### config.mk
export PLATFORM = sky130hd
export DESIGN_NAME = fp_mul_seq
export DESIGN_NICKNAME = d
export VERILOG_FILES = /design/src/rtl/fp_mul_seq.sv
export SDC_FILE = /design/constraint.sdc
export NUM_CORES = 1
export LEC_CHECK = 0
export ABC_AREA = 1
export BUFFER_PORTS_ARGS = -buffer_cell sky130_fd_sc_hd__buf_2
export CAP_MARGIN = 20
export CORE_UTILIZATION = 53
export DETAILED_ROUTE_END_ITERATION = 8
export GPL_TIMING_DRIVEN = 0
export PLACE_DENSITY = 0.77
export SYNTH_ARGS = -nofsm -noshare
export SYNTH_HDL_FRONTEND = slang
export SYNTH_SLANG_ARGS = --single-unit
### constraint.sdc
create_clock -name Clk -period 3.49 [get_ports Clk]
set_input_delay 0.698 -clock Clk [delete_from_list [all_inputs] [get_ports Clk]]
set_output_delay 0.698 -clock Clk [all_outputs]
set_load 0.05 [all_outputs]
### src/rtl/fp_mul_seq.sv
// rtl/fp_mul_seq.sv - sequential IEEE-754 single-precision multiplier, one multiplier bit per clock, 26-cycle latency.
// Define FP_MUL_RNE_EN for round-to-nearest-even; otherwise results are truncated toward zero.
module fp_mul_seq #(
    parameter int DATAWIDTH = 32
) (
    input  logic                 Clk,
    input  logic                 nReset,
    input  logic                 start,
    input  logic [DATAWIDTH-1:0] data_iA,
    input  logic [DATAWIDTH-1:0] data_iB,
    output logic                 busy,
    output logic                 done,
    output logic [DATAWIDTH-1:0] data_o
);

    typedef enum logic [1:0] {
        IDLE  = 2'd0,
        MUL   = 2'd1,
        NORM  = 2'd2,
        ROUND = 2'd3
    } state_t;

    state_t      state;
    logic [23:0] a_reg;
    logic [23:0] b_reg;
    logic [47:0] acc;
    logic [4:0]  cnt;
    logic        sign_q;
    logic [9:0]  exp_q;
    logic [22:0] mant_q;
    logic        special_q;
    logic [31:0] special_val_q;
`ifdef FP_MUL_RNE_EN
    logic        guard_q;
    logic        sticky_q;
`endif

    // Operand classification; exponent field 0 flushes denormals to zero.
    logic [7:0]  exp_a;
    logic [7:0]  exp_b;
    logic        sign_c;
    logic        zero_a;
    logic        zero_b;
    logic        inf_a;
    logic        inf_b;
    logic        nan_a;
    logic        nan_b;
    logic        special_c;
    logic [31:0] special_val_c;
    logic [9:0]  exp_sum_c;

    assign exp_a     = data_iA[30:23];
    assign exp_b     = data_iB[30:23];
    assign sign_c    = data_iA[31] ^ data_iB[31];
    assign zero_a    = (exp_a == 8'd0);
    assign zero_b    = (exp_b == 8'd0);
    assign inf_a     = (exp_a == 8'hFF) && (data_iA[22:0] == 23'd0);
    assign inf_b     = (exp_b == 8'hFF) && (data_iB[22:0] == 23'd0);
    assign nan_a     = (exp_a == 8'hFF) && (data_iA[22:0] != 23'd0);
    assign nan_b     = (exp_b == 8'hFF) && (data_iB[22:0] != 23'd0);
    assign exp_sum_c = {2'b00, exp_a} + {2'b00, exp_b} - 10'd127;

    always_comb begin
        special_c     = 1'b1;
        special_val_c = 32'h7FC0_0000;
        if (nan_a || nan_b) begin
            special_val_c = 32'h7FC0_0000;
        end else if ((inf_a && zero_b) || (inf_b && zero_a)) begin
            special_val_c = 32'h7FC0_0000;
        end else if (inf_a || inf_b) begin
            special_val_c = {sign_c, 8'hFF, 23'd0};
        end else if (zero_a || zero_b) begin
            special_val_c = {sign_c, 31'd0};
        end else begin
            special_c     = 1'b0;
            special_val_c = 32'd0;
        end
    end

    // Shift-add step: add multiplicand into the upper half, keep the carry.
    logic [24:0] sum_c;
    assign sum_c = {1'b0, acc[47:24]} + (b_reg[0] ? {1'b0, a_reg} : 25'd0);

    logic [22:0] mant_rnd;
    logic [9:0]  exp_rnd;
    logic [31:0] result_c;

`ifdef FP_MUL_RNE_EN
    logic        round_inc;
    logic        mant_carry;
    assign round_inc = guard_q & (sticky_q | mant_q[0]);
    always_comb begin
        {mant_carry, mant_rnd} = {1'b0, mant_q} + {23'd0, round_inc};
        exp_rnd                = exp_q + {9'd0, mant_carry};
    end
`else
    always_comb begin
        mant_rnd = mant_q;
        exp_rnd  = exp_q;
    end
`endif

    always_comb begin
        result_c = {sign_c, 31'd0};
        if (special_q) begin
            result_c = special_val_q;
        end else if ($signed(exp_rnd) >= 10'sd255) begin
            result_c = {sign_q, 8'hFF, 23'd0};
        end else if ($signed(exp_rnd) <= 10'sd0) begin
            result_c = {sign_q, 31'd0};
        end else begin
            result_c = {sign_q, exp_rnd[7:0], mant_rnd};
        end
    end

    always_ff @(posedge Clk or negedge nReset) begin
        if (!nReset) begin
            state         <= IDLE;
            busy          <= 1'b0;
            done          <= 1'b0;
            data_o        <= '0;
            a_reg         <= '0;
            b_reg         <= '0;
            acc           <= '0;
            cnt           <= '0;
            sign_q        <= 1'b0;
            exp_q         <= '0;
            mant_q        <= '0;
            special_q     <= 1'b0;
            special_val_q <= '0;
`ifdef FP_MUL_RNE_EN
            guard_q       <= 1'b0;
            sticky_q      <= 1'b0;
`endif
        end else begin
            done <= 1'b0;
            case (state)
                IDLE: begin
                    if (start) begin
                        a_reg         <= {1'b1, data_iA[22:0]};
                        b_reg         <= {1'b1, data_iB[22:0]};
                        sign_q        <= sign_c;
                        exp_q         <= exp_sum_c;
                        acc           <= '0;
                        cnt           <= '0;
                        special_q     <= special_c;
                        special_val_q <= special_val_c;
                        busy          <= 1'b1;
                        state         <= MUL;
                    end
                end
                MUL: begin
                    acc   <= 48'({sum_c, acc[23:0]} >> 1);
                    b_reg <= b_reg >> 1;
                    cnt   <= cnt + 5'd1;
                    if (cnt == 5'd23) begin
                        state <= NORM;
                    end
                end
                NORM: begin
                    if (acc[47]) begin
                        exp_q    <= exp_q + 10'd1;
                        mant_q   <= acc[46:24];
`ifdef FP_MUL_RNE_EN
                        guard_q  <= acc[23];
                        sticky_q <= |acc[22:0];
`endif
                    end else begin
                        mant_q   <= acc[45:23];
`ifdef FP_MUL_RNE_EN
                        guard_q  <= acc[22];
                        sticky_q <= |acc[21:0];
`endif
                    end
                    state <= ROUND;
                end
                ROUND: begin
                    data_o <= result_c;
                    done   <= 1'b1;
                    busy   <= 1'b0;
                    state  <= IDLE;
                end
                default: begin
                    state <= IDLE;
                    busy  <= 1'b0;
                end
            endcase
        end
    end

endmodule

# Word-level counts from Yosys, hierarchy flattened
# Index checks and enable logic that the tools add are counted.
dict set report op_classes {
  add_sub_neg 5
  mul 0
  n_div 0
  magnitude_cmp 2
  n_eq_ne 9
  shift 0
  muxes 28
  bitwise_logic 1
  n_reduce_logical 25
}
# op n
set op_table {}
lappend op_table {{32-bit 2-to-1 mux} 5}
lappend op_table {{48-bit case mux with 2 select lines} 1}
lappend op_table {{31-bit 2-to-1 mux} 2}
lappend op_table {{24-bit 2-to-1 mux} 2}
lappend op_table {{48-bit 2-to-1 mux} 1}
lappend op_table {{24-bit case mux with 2 select lines} 1}
lappend op_table {{23-bit zero test} 2}
lappend op_table {{23-bit nonzero test} 2}
lappend op_table {{24-bit by 24-bit adder with 25-bit output} 1}
lappend op_table {{23-bit 2-to-1 mux} 1}
lappend op_table {{10-bit 2-to-1 mux} 2}
lappend op_table {{10-bit case mux with 2 select lines} 1}
lappend op_table {{8-bit equality test, second input constant} 2}
lappend op_table {{8-bit zero test} 2}
lappend op_table {{10-bit by 1-bit adder with 10-bit output, second input constant} 1}
lappend op_table {{10-bit by 9-bit >= comparator with 1-bit output, second input constant} 1}
lappend op_table {{10-bit by 1-bit <= comparator with 1-bit output, second input constant} 1}
lappend op_table {{5-bit case mux with 2 select lines} 1}
lappend op_table {{9-bit by 7-bit subtractor with 10-bit output, second input constant} 1}
lappend op_table {{8-bit by 8-bit adder with 9-bit output} 1}
lappend op_table {{2-bit case mux with 4 select lines} 1}
lappend op_table {{2-bit AND reduction} 4}
lappend op_table {{1-bit logical AND} 6}
lappend op_table {{1-bit 2-to-1 mux} 6}
lappend op_table {{other kinds (13)} 22}
dict set report word_totals {
  regBits 204
  latch_bits 0
  ramBits 0
  rom_bits 0
  input_bits 67
  output_inout_bits 34
  elab_cells 83
  n_memories 0
}

# Longest topological paths before layout
dict set report logic_depth {
  word_depth 6
  mapped_depth 17
  mapped_depth_nobuf 16
}

# Worst setup path before layout
# No wires, ideal clock.
dict set report synth_path {
  path_kind {input -> register}
  from {input port data_iA[24]}
  to {register exp_q[7]}
  setup_ns 0.077
  arrival_ns 2.093
  t_required_ns 3.413
  slack_ns 1.320
  stages 8
  path_buffers 0
  cell_sequence {ha_1 -> ha_1 -> fa_1 -> nand4_1 -> nand3_1 -> a21oi_1 -> o21ai_0 -> a21oi_1}
}
dict set report synth_between {
  elab_chain_cells 4
}
# element line_no
set synth_rtl {}
lappend synth_rtl {{from (decl)} 9} ;# input logic [DATAWIDTH-1:0] data_iA,
lappend synth_rtl {{8-bit by 8-bit adder with 9-bit output} 61} ;# assign exp_sum_c = {2'b00, exp_a} + {2'b00, exp_b} - 10'd127;
lappend synth_rtl {{9-bit by 7-bit subtractor with 10-bit output} 61}
lappend synth_rtl {{10-bit 2-to-1 mux} 139} ;# if (start) begin
lappend synth_rtl {{10-bit case mux with 2 select lines} 137} ;# case (state)
lappend synth_rtl {{to (signal assigned)} 143} ;# exp_q <= exp_sum_c;
lappend synth_rtl {{to (signal assigned)} 162} ;# exp_q <= exp_q + 10'd1;
lappend synth_rtl {{to (decl)} 29} ;# logic [9:0] exp_q;
# Every way passes these cells. The select of a mux whose other input is x is not followed.
# A chain may end at the register's enable or synchronous reset.

# Worst setup path after layout
dict set report layout_path {
  from {register b_reg[0]}
  to {register acc[42]}
}
dict set report layout_between {
  elab_chain_cells 3
}
# element line_no
set layout_rtl {}
lappend layout_rtl {{from (decl)} 25} ;# logic [23:0] b_reg;
lappend layout_rtl {{from (signal assigned)} 141} ;# b_reg <= {1'b1, data_iB[22:0]};
lappend layout_rtl {{from (signal assigned)} 154} ;# b_reg <= b_reg >> 1;
lappend layout_rtl {{24-bit 2-to-1 mux} 82} ;# assign sum_c = {1'b0, acc[47:24]} + (b_reg[0] ? {1'b0, a_reg} : 25'd0);
lappend layout_rtl {{24-bit by 24-bit adder with 25-bit output} 82}
lappend layout_rtl {{48-bit case mux with 2 select lines} 137}
lappend layout_rtl {{to (signal assigned)} 153} ;# acc <= 48'({sum_c, acc[23:0]} >> 1);
lappend layout_rtl {{to (decl)} 26} ;# logic [47:0] acc;
# Every way passes these cells.

==> results.cfg <==
[critical_path]
worstPathCellList = clkbuf_1, clkbuf_1, nand2_1, inv_1, ha_1, nand2_1, nor2_1, and2_1, nand3b_1, nand3_1, nand2_1, nand3_1, nand2_1
worst_ep_arrival_time_ps = 2900
worst_path_most_repeated_cell = nand2_1
path_class = reg -> reg
crit_slowest_cell = clkbuf_1
path_max_fanout = 10
endpoint_kind = flop
r2r_slack_ps = 930
startpoint_type = flop
worstPathRequired_ps = 3830
max_stage_delay_ps = 410

[synthesis]
ys_seq_elements = 152
ys.warnings.count = 0
synthTopCellsByArea = dfrtp_1 (42%), nand2_1 (16%), inv_1 (7.5%)
synth.most_common_cell = nand2_1
synth_flop_cell = dfrtp_1
synth_common_cells = nand2_1 (391), inv_1 (183), dfrtp_1 (152), nor2_1 (97), o21ai_0 (68)
synthCells = 1250
syn_avg_cell_area_um2 = 7.307
synthDistinctLibCells = 41
synth_fp_nets = 1365
netlist_area_mm2 = 0.009134
synthArstFlopShare_pct = 100.0
synth_top_cell_area_share_pct = 41.64
synth_top_area_cell = dfrtp_1
synth-edff-count = 0
ys_seq_area_share_pct = 41.64

[drt]
vias = 8364
wl_mm = 22.78
dr.pass1.iters = 6
drt-initial-drc-count = 640
avgViaCountPerCell = 5.218
wl_per_cell_um = 14.21
drcViolationCount = 0
ant_nets = 0

[floorplan]
die_x_um = 133.3
std_cell_rows = 47
coreArea_mm2 = 0.01670
die_area_mm2 = 0.01776
ios = 101
dieHeight_um = 133.3
start_util_pct = 54.69

[cts]
htreeDepth = 4
ctsHoldBuffers = 0
post_cts_resized = 0
cts_buffer_depth = 2
clock_latency_ps = 440
cts_setup_buffers = 0
cts_tree = built
clock_sinks = 152
cts_root_buf = clkbuf_16
cts_buffers = 17
cts.clk_slew.worst_paths_ps = 70

[timing]
holdWs_ps = 267.1
fmax_mhz = 390.8
final.setup.worst_slack_ps = 931.0
finalHoldViolations = 0
skew_ps = 12.03
drv_slew = 0
fin_crit_ps = 2559
rsz0062_at_grt = no
worstMarginPinSlew_ps = 655.4
relSlewSlack_pct = 56.31
final-setup-viol-count = 0
min_period_over_period_pct = 73.32

[global_routing]
grt_usage_pct = 27.30
grt_pass1_wl_mm = 38.30
grt_max_degree = 83
antenna_found_initial = 0
grt.overflow.total = 0
grt_pass1_vias = 7859

[power_and_ir_drop]
vdd.ir_drop.worst_mv = 0.5083
p_leak_uw = 0.005719
p_per_area_mw_per_mm2 = 826.6

[final_layout]
final_util_pct = 63.31
syn_to_final_growth_pct = 15.75
largest_reg_flops = 32
fin_area_mm2 = 0.01057
diodes = 0
nNetsFinal = 1485
regMostFlops = data_o
stdcell_count = 1603
top_regs = data_o: 32 flops, acc: 25 flops
drive_above_1_share_pct = 14.53

[placed_design]
dpl.cell_count = 1571
place_ws_ps = 944.7
routabilityCongestion = 0.9376
place_hpwl_mm = 17.68
port-buffer-count = 100
place_area_mm2 = 0.009943

[outcome]
status = finished, final reports clean

[worst_hold_path]
hp-class = in -> async

[flow_run]
maxCapViolations = 0
## per-layer routing
metal | GRT usage, % | up-vias | wire [µm]
li1 | - | 4246 | -
met1 | 39.84 | 3854 | 11260
met2 | 42.07 | 232 | 10020
met3 | 3.805 | 32 | 1079
met4 | 8.460 | 0 | 421
met5 | 0 | - | 0
## critical path: cells and delay by family (launching register included)
family	cells	cell delay (ps)
buffers and inverters	3	800
adders and majority gates	1	240
and+or+nand+nor	9	1100
DFF	1	320
## worst paths after layout
path / end / cells after the start / start
min in group Clk: a_reg[11]$_DFFE_PN0P_ / 3 / data_iA[11]
setup reg to reg: acc[42]$_DFFE_PN0P_ / 13 / b_reg[0]$_DFFE_PN0P_
max in group asynchronous: cnt[1]$_DFFE_PN0P_ / 2 / nReset
hold reg to reg: data_o[8]$_DFFE_PN0P_ / 2 / data_o[8]$_DFFE_PN0P_
setup / recovery: acc[42]$_DFFE_PN0P_ / 13 / b_reg[0]$_DFFE_PN0P_
hold / removal: data_o[28]$_DFFE_PN0P_ / 1 / nReset
## layout by cell type, fill, tap and decap left out, drive strengths merged
cell type,n
nand2,393
inv,201
dfrtp,152
buf,120
o21ai,109
nor2,104
a21oi,60
nand3,52
ha,46
clkbuf,35
nand4,19
o211ai,16
o22ai,15
a22oi,8
o221ai,8
nor3,6
clkinv,6
nand3b,5
a31oi,4
o21bai,3
and2,3
nor4,3
bufinv,3
xor2,2
or2,2
o31ai,2
fa,2
and3,1
o32ai,1
a21boi,1
clkinvlp,1
## power by group
group	internal [µW]	leakage, µW	total, µW	switching [µW]
Sequential	2450	0.00197	2860	406
Clock	1170	0.000306	1970	809
Combinational	1180	0.00344	3910	2730
Total	4790	0.00572	8740	3940
## kinds of logic after synthesis
| group | Yosys count | synth area share [%] |
|---|---|---|
| AND/OR/NAND/NOR | 588 | 26.29 |
| XOR/XNOR | 2 | 0.1918 |
| flip-flops | 152 | 41.64 |
| AO/OA/AOI/OAI | 227 | 15.08 |
| adder cells (fa/ha/maj) | 48 | 6.740 |
| buffers and inverters | 233 | 10.05 |
## final cells by class
| cell class | count | area (µm²) |
|---|---|---|
| Buffer | 36 | 178.9 |
| Multi-Input combinational cell | 865 | 4412 |
| Timing Repair Buffer | 101 | 534.3 |
| Clock buffer | 18 | 439.2 |
| Clock inverter | 14 | 190.2 |
| Sequential cell | 152 | 3804 |
| Inverter | 197 | 739.5 |
| Fill cell | 1545 | 6128 |
| Tap cell | 220 | 275.3 |
## per-stage QoR
step	total power (µW)	TNS, ps
after detailed placement	6741	0
final	8739	0
after global routing	9337	0
after CTS	8734	0
after global placement	6622	-67140
after floorplan	5670	0
Power figures use the tool's default switching activity.
